File: config.mk
export PLATFORM = sky130hd
export DESIGN_NAME = resetn_gen_flat
export DESIGN_NICKNAME = d
export VERILOG_FILES = /design/src/rtl/resetn_gen_if.sv /design/src/rtl/resetn_gen.sv /design/src/flat_wrapper.sv
export SDC_FILE = /design/constraint.sdc
export NUM_CORES = 1
export LEC_CHECK = 0
export BUFFER_PORTS_ARGS = -buffer_cell sky130_fd_sc_hd__buf_4
export CORE_UTILIZATION = 50
export CTS_CLUSTER_DIAMETER = 100
export DETAILED_ROUTE_END_ITERATION = 10
export PLACE_DENSITY_LB_ADDON = 0.3
export REMOVE_ABC_BUFFERS = 1
export SLEW_MARGIN = 25
export SYNTH_ARGS = -nofsm -noshare
export SYNTH_HDL_FRONTEND = slang
export SYNTH_SLANG_ARGS = --single-unit
File: constraint.sdc
create_clock -name clk -period 2.9 [get_ports clk]
set_input_delay 0.58 -clock clk [delete_from_list [all_inputs] [get_ports clk]]
set_output_delay 0.58 -clock clk [all_outputs]
set_load 0.03 [all_outputs]
File: src/rtl/resetn_gen_if.sv
// Handshake bundle between the reset initiator and the per-domain reset synchronizers.
// master = reset initiator side, slave = downstream/environment side.
interface resetn_gen_if #(
    parameter int N_ACK = 2
);
    logic             soft_rst_req;
    logic [N_ACK-1:0] ack_rstn;
    logic             rstn_out;
    logic             busy;
    logic             done;
    logic             timeout;

    modport master (
        input  soft_rst_req,
        input  ack_rstn,
        output rstn_out,
        output busy,
        output done,
        output timeout
    );

    modport slave (
        output soft_rst_req,
        output ack_rstn,
        input  rstn_out,
        input  busy,
        input  done,
        input  timeout
    );
endinterface

File: src/rtl/resetn_gen.sv
// Reset initiator: holds rstn_out low, waits for every domain to enter and then leave reset.
// Define RESETN_GEN_TIMEOUT_EN to bound each acknowledge wait and flag expiry on timeout.
module resetn_gen #(
    parameter int HOLD_CYCLES    = 16,
    parameter int TIMEOUT_CYCLES = 1024,
    parameter int N_ACK          = 2
) (
    input  logic          clk,
    input  logic          rstn_async,
    resetn_gen_if.master  bus
);
    localparam int CNT_MAX = (HOLD_CYCLES > TIMEOUT_CYCLES) ? HOLD_CYCLES : TIMEOUT_CYCLES;
    localparam int CNT_W   = $clog2(CNT_MAX + 1);
    localparam logic [CNT_W-1:0] HOLD_LAST = CNT_W'(HOLD_CYCLES - 1);

    typedef enum logic [1:0] {
        ST_ASSERT    = 2'd0,
        ST_WAIT_LOW  = 2'd1,
        ST_WAIT_HIGH = 2'd2,
        ST_RUN       = 2'd3
    } state_t;

    state_t           r_state;
    logic [CNT_W-1:0] r_hold_cnt;
    logic             r_rstn_out;
    logic             r_busy;
    logic             r_done;

    logic [N_ACK-1:0] w_ack_sync;
    logic             w_acks_low;
    logic             w_acks_high;
    logic             w_wait_expired;

    // Each acknowledge is asynchronous to clk; only the second flop is ever looked at.
    genvar gi;
    generate
        for (gi = 0; gi < N_ACK; gi++) begin : g_ack_sync
            logic r_meta;
            logic r_sync;
            always_ff @(posedge clk or negedge rstn_async) begin
                if (!rstn_async) begin
                    r_meta <= 1'b0;
                    r_sync <= 1'b0;
                end else begin
                    r_meta <= bus.ack_rstn[gi];
                    r_sync <= r_meta;
                end
            end
            assign w_ack_sync[gi] = r_sync;
        end
    endgenerate

    assign w_acks_low  = ~|w_ack_sync;
    assign w_acks_high = &w_ack_sync;

`ifdef RESETN_GEN_TIMEOUT_EN
    localparam logic [CNT_W-1:0] WAIT_LAST = CNT_W'(TIMEOUT_CYCLES - 1);

    logic [CNT_W-1:0] r_wait_cnt;
    logic             r_timeout;
    logic             w_in_wait;
    logic             w_exit_met;

    assign w_in_wait      = (r_state == ST_WAIT_LOW) || (r_state == ST_WAIT_HIGH);
    assign w_exit_met     = (r_state == ST_WAIT_LOW) ? w_acks_low : w_acks_high;
    assign w_wait_expired = w_in_wait && (r_wait_cnt == WAIT_LAST);

    // Counter restarts on every state change, so it never passes its terminal value.
    always_ff @(posedge clk or negedge rstn_async) begin
        if (!rstn_async) begin
            r_wait_cnt <= '0;
            r_timeout  <= 1'b0;
        end else if (bus.soft_rst_req) begin
            r_wait_cnt <= '0;
            r_timeout  <= 1'b0;
        end else begin
            if (!w_in_wait || w_exit_met || w_wait_expired) begin
                r_wait_cnt <= '0;
            end else begin
                r_wait_cnt <= r_wait_cnt + 1'b1;
            end
            if (w_wait_expired && !w_exit_met) begin
                r_timeout <= 1'b1;
            end
        end
    end

    assign bus.timeout = r_timeout;
`else
    assign w_wait_expired = 1'b0;
    assign bus.timeout    = 1'b0;
`endif

    // Outputs are loaded together with the next state so rstn_out never glitches.
    always_ff @(posedge clk or negedge rstn_async) begin
        if (!rstn_async) begin
            r_state    <= ST_ASSERT;
            r_hold_cnt <= '0;
            r_rstn_out <= 1'b0;
            r_busy     <= 1'b1;
            r_done     <= 1'b0;
        end else begin
            r_done <= 1'b0;
            if (bus.soft_rst_req) begin
                r_state    <= ST_ASSERT;
                r_hold_cnt <= '0;
                r_rstn_out <= 1'b0;
                r_busy     <= 1'b1;
            end else begin
                case (r_state)
                    ST_ASSERT: begin
                        if (r_hold_cnt == HOLD_LAST) begin
                            r_state <= ST_WAIT_LOW;
                        end else begin
                            r_hold_cnt <= r_hold_cnt + 1'b1;
                        end
                    end
                    ST_WAIT_LOW: begin
                        if (w_acks_low || w_wait_expired) begin
                            r_state    <= ST_WAIT_HIGH;
                            r_rstn_out <= 1'b1;
                        end
                    end
                    ST_WAIT_HIGH: begin
                        if (w_acks_high || w_wait_expired) begin
                            r_state <= ST_RUN;
                            r_busy  <= 1'b0;
                            r_done  <= 1'b1;
                        end
                    end
                    ST_RUN: begin
                        r_state <= ST_RUN;
                    end
                endcase
            end
        end
    end

    assign bus.rstn_out = r_rstn_out;
    assign bus.busy     = r_busy;
    assign bus.done     = r_done;

endmodule
File: src/flat_wrapper.sv
// flat-port wrapper written by rule: the top's interface ports become plain ports
module resetn_gen_flat 
#(
    parameter int HOLD_CYCLES    = 16,
    parameter int TIMEOUT_CYCLES = 1024,
    parameter int N_ACK          = 2
)
  (clk, rstn_async, bus_soft_rst_req, bus_ack_rstn, bus_rstn_out, bus_busy, bus_done, bus_timeout);
  resetn_gen_if #(.N_ACK(N_ACK)) bus_i ();
  input  logic clk;
  input  logic rstn_async;
  input wire logic [$bits(bus_i.soft_rst_req)-1:0] bus_soft_rst_req;
  input wire logic [$bits(bus_i.ack_rstn)-1:0] bus_ack_rstn;
  output wire logic [$bits(bus_i.rstn_out)-1:0] bus_rstn_out;
  output wire logic [$bits(bus_i.busy)-1:0] bus_busy;
  output wire logic [$bits(bus_i.done)-1:0] bus_done;
  output wire logic [$bits(bus_i.timeout)-1:0] bus_timeout;
  assign bus_i.soft_rst_req = bus_soft_rst_req;
  assign bus_i.ack_rstn = bus_ack_rstn;
  assign bus_rstn_out = bus_i.rstn_out;
  assign bus_busy = bus_i.busy;
  assign bus_done = bus_i.done;
  assign bus_timeout = bus_i.timeout;
  resetn_gen #(.HOLD_CYCLES(HOLD_CYCLES), .TIMEOUT_CYCLES(TIMEOUT_CYCLES), .N_ACK(N_ACK)) u_core (.clk(clk), .rstn_async(rstn_async), .bus(bus_i));
endmodule
## Word-level counts from Yosys, hierarchy flattened

Index checks and enable logic that the tools add are counted.

- Register bits after elaboration: 20
- Input bits: 5
- Output and inout port bits: 4
- Logic and storage cells: 47

- Add/subtract/negate cells: 1
- Eq/ne operators: 9
- Multiplexer cells: 17
- Reductions and logical operators: 11

Operators by type and width:

| cell | number |
|---|---|
| $mux W11 | 3 |
| $add A11 B1 Y11 const B | 1 |
| $eq A11 B4 Y1 const B | 1 |
| $mux W1 | 9 |
| $mux W2 | 4 |
| $pmux W2 S4 | 1 |
| $reduce_and A2 Y1 | 4 |
| $reduce_bool A2 Y1 | 4 |
| $ne A3 B2 Y1 const B | 2 |
| $eq A2 B2 Y1 const B | 2 |
| $ne A2 B2 Y1 const B | 2 |
| $ne A3 B3 Y1 const B | 1 |
| $reduce_and A3 Y1 | 1 |
| $eq A2 B1 Y1 const B | 1 |
| $logic_not A2 Y1 | 1 |
| $reduce_or A2 Y1 | 1 |

## Depth between registers and ports, before layout

- Depth in word-level cells: 4
- Mapped depth: 5

## Worst setup path before layout

Ideal clock, no wire load.

- Path kind: flip-flop to flip-flop
- From: reg u_core.r_hold_cnt[0]
- To: reg u_core.r_hold_cnt[10]
- Setup time: 78 ps
- Arrival: 1,636 ps
- Data required time: 2,822 ps
- Slack: 1,186 ps
- Stages on the path, launching flop included: 6
- Path buffers: 1
- Path through: dfrtp_1 > ha_1 > or3b_1 > buf_2 > or4_1 > a21oi_1

- Longest elaborated chain between the ends: 4

Ends and longest elaborated chain:

| element | RTL line | RTL |
|---|---|---|
| from (decl) | resetn_gen.sv:24 | `logic [CNT_W-1:0] r_hold_cnt;` |
| from (signal assigned) | resetn_gen.sv:115 | `r_hold_cnt <= r_hold_cnt + 1'b1;` |
| $add A11 B1 Y11 | resetn_gen.sv:115 |  |
| $mux W11 | resetn_gen.sv:112 | `if (r_hold_cnt == HOLD_LAST) begin` |
| $mux W11 | resetn_gen.sv:110 | `case (r_state)` |
| $mux W11 | resetn_gen.sv:104 | `if (bus.soft_rst_req) begin` |

Parallel ways exist; a longest one is shown, timed or not. The select of a mux whose other input is x is not followed.
A chain may end at the register's enable or synchronous reset.

## Worst setup path in the final report

Ends and elaborated chain as after synthesis.

==> impl_results.md <==
- Run status: completed
- Pint: roughly 0.00037 W
- Most common library cell in the layout ignoring fill and taps: dfrtp_1
- Ant diodes: 0
- DP HPWL: roughly 1300 um
- Sw Ratio: 0.226
- M1 GR Usage: 0.269
- Buffers on Ports: 7
- Vias in the first global route: just under 700
- Die height: between 40 and 50 um
- Post-synthesis cell area: roughly 1000 um2
- Commonest non-fill, non-tap cells in the layout: dfrtp_1, nor2_1, buf_4, a21oi_1
- Routed vias: between 700 and 800
- M3 GR Usage: 0.0588
- Mean Syn Cell Area: around 10 um2
- Initial antenna violation count: 0
- Crit Path Max Fanout: 9
- Antenna Violating Nets Remaining: 0
- TritonCTS Sinks: 20
- Fillers: 163
- Final wirelength: roughly 1800 um
- Endpoint type of the worst setup path: register
- Placement Rows: 15
- Worst-Skew Late Latency: approximately 300 ps
- Final hold vios: 0
- Cells after Synth: 95
- Register Area: 502 um2
- CTS tree: yes
- Clock Power Share: 0.332
- Largest net degree at the start of global routing: 22
- Net Switching: about 0.00011 W
- Post CTS Setup Buffer Count: 0
- MaxCap Viol Count: 0
- Boundary pin count: 9
- Worst Setup Start Kind: register
- RSZ-0062 raised after global routing: false
- Final worst-path cycle share: 0.628
- Avg WL per Cell: approximately 15 um
- Top post-synthesis cells by area: dfrtp_1, nor2_1, mux2_2, a21oi_1, dfstp_2
- Slew headroom: 0.612
- Hold Crit Class: in -> async
- First-pass GRT wire length: 3150 um
- CTS Hold Bufs: 0
- Crit path kind: reg -> reg
- Vias/cell: 6.11
- Cts repair resizes: 0
- DIE AREA: between 0.002 and 0.0025 mm2
- Skew final: ~5.3 ps
- CTS Buffer Depth: 2
- Final core utilization: 0.601
- H-tree depth: 1
- Area of the multi-input gates: 438 um2
- RR Endpoint: u_core.r_hold_cnt[10]
- Crit Reg-Reg Startpoint: u_core.r_hold_cnt[0]
- Arrival @ worst endpoint: slightly above 2000 ps
- Logic gate share of total power: 0.063
- Synth cell types: 40
- Layout cell share with drive strength beyond 1: 0.198
- R2R Setup Slk: 1080 ps
- Clock-pin slew on the worst setup and hold paths: between 100 and 150 ps
- Synthesis-stage register bit count: 20
- Final hold slack: 130 ps
- Nets: about 110
- Post-synth top area share: 0.488
- Pre-antenna DRT Iters: 4
- Ys Warns: 0
- Total congestion overflow: 0
- Part of the power in registers: 0.605
- Setup TNS: 0 ps
- LEAKAGE: between 0.4 and 0.5 nW
- Busiest metal layer after global routing: met2
- Worst-margin pin slew: just under 600 ps
- Yosys top cell by area: dfrtp_1
- Crit path required time: roughly 3100 ps
- RD Place Congestion: 0.858
- Peak VDD IR: 0.000262 V
- Drc violations: 0
- Fmax: between 500 and 600 MHz
- Fin crit period: between 1500 and 2000 ps
- Synth async-reset ratio: 1.00
- Slew Viols, Final: 0
- Pwr Density: between 400 and 500 mW/mm2
- EDFF count, synth: 0
- Core Box Area: between 0.0015 and 0.002 mm2
- Starting Density: 0.547
- GR Util met2: 0.344
- Synth Flop Type: dfrtp_1
- Area grow syn2layout: 9.88%
- Die X: around 46 um
- Seq/Total Area, Yosys: 0.515
- Final Setup Violations: 0
- Detailed Route Iter0 Violations: 32
- Number of CTS-inserted buffers: 3
- Overall Global Routing Usage: 0.211
- Reg2Reg Depth: 4
- Clock tree root buffer cell: clkbuf_4
==> cells by family (layout without fill, tap and decap cells) <==
kind of cell               after synthesis  count (layout)  synth area share
buffers and inverters                    8              14            0.0359
DFF                                     20              20             0.515
AOI/OAI and AO/OA                       18              18             0.126
adders and majority gates                1               1            0.0128
and+or+nand+nor                         43              43             0.262
other                                    1               1           0.00385
muxes                                    4               4            0.0449
==> cell type report <==
class	count	area share
Clock buffer	4	0.0339
Inverter	3	0.0105
Multi-Input combinational cell	67	0.409
Sequential cell	20	0.468
Tap cell	25	0.0292
Timing Repair Buffer	7	0.0491
==> stage by stage <==
stage	std cells	power [W]	cell area [um2]	setup WS, ps
2_1_floorplan	90	0.000309	951	1210
3_3_place_gp	122	0.000325	1030	1150
3_5_place_dp	122	0.000326	1030	1100
4_1_cts	126	0.000487	1070	1070
5_1_grt	126	0.000500	1070	1020
6_report	126	0.000481	1070	1080
==> worst max-delay path by stage <==
stage / startpoint / endpoint / slack, ps / cells after the start
after global routing: u_core.r_hold_cnt[0] / u_core.r_hold_cnt[10] / 1020 / 4
after CTS: u_core.r_hold_cnt[0] / u_core.r_hold_cnt[10] / 1070 / 4
final: u_core.r_hold_cnt[0] / u_core.r_hold_cnt[10] / 1080 / 4
after detailed placement: u_core.r_hold_cnt[0] / u_core.r_hold_cnt[10] / 1100 / 4
after floorplan: u_core.r_hold_cnt[0] / u_core.r_hold_cnt[10] / 1210 / 4
after global placement: u_core.r_hold_cnt[0] / u_core.r_hold_cnt[10] / 1150 / 4
==> synth_stat cells, drive strengths merged (2+ instances only) <==
cell type and instances:
nor3 2, nor2b 4, a21oi 6, nor2 9, nand2b 2, nor4 3
o31ai 3, a211oi 3, nand2 4, or4 4, buf 3, or3 2
dfrtp 19, clkbuf 2, inv 3, nand3 3, mux2 3, nand4 3
==> power by group through the flow <==
stage	Sequential [W]	Clock, W	Combinational [W]
after floorplan	0.000295	0	0.0000141
after global placement	0.000295	0	0.0000292
after detailed placement	0.000296	0	0.0000304
after CTS	0.000291	0.000166	0.0000304
after global routing	0.000292	0.000174	0.0000338
final	0.000291	0.000160	0.0000301
==> critical path: stages (launching register included) <==
cell and delay, ps:
dfrtp_1 410, ha_1 190, or3b_1 480, or4_1 540
a21oi_1 150
==> flip-flops by register name (all words and copies together) (netlist names) <==
name and cells:
u_core.bus.busy 1, u_core.g_ack_sync.r_sync 2, u_core.bus.rstn_out 1, u_core.r_hold_cnt 11, u_core.bus.done 1, u_core.r_state 2
u_core.g_ack_sync.r_meta 2
==> metal layers <==
metal	share of wire	wire, um	vias to the layer above
met3	0.067	122	4
met4	0.011	20	0
li1	-	-	364
met2	0.46	842	32
met1	0.46	845	370
met5	0	0	-
No activity file was read; power rests on OpenSTA's default activity.
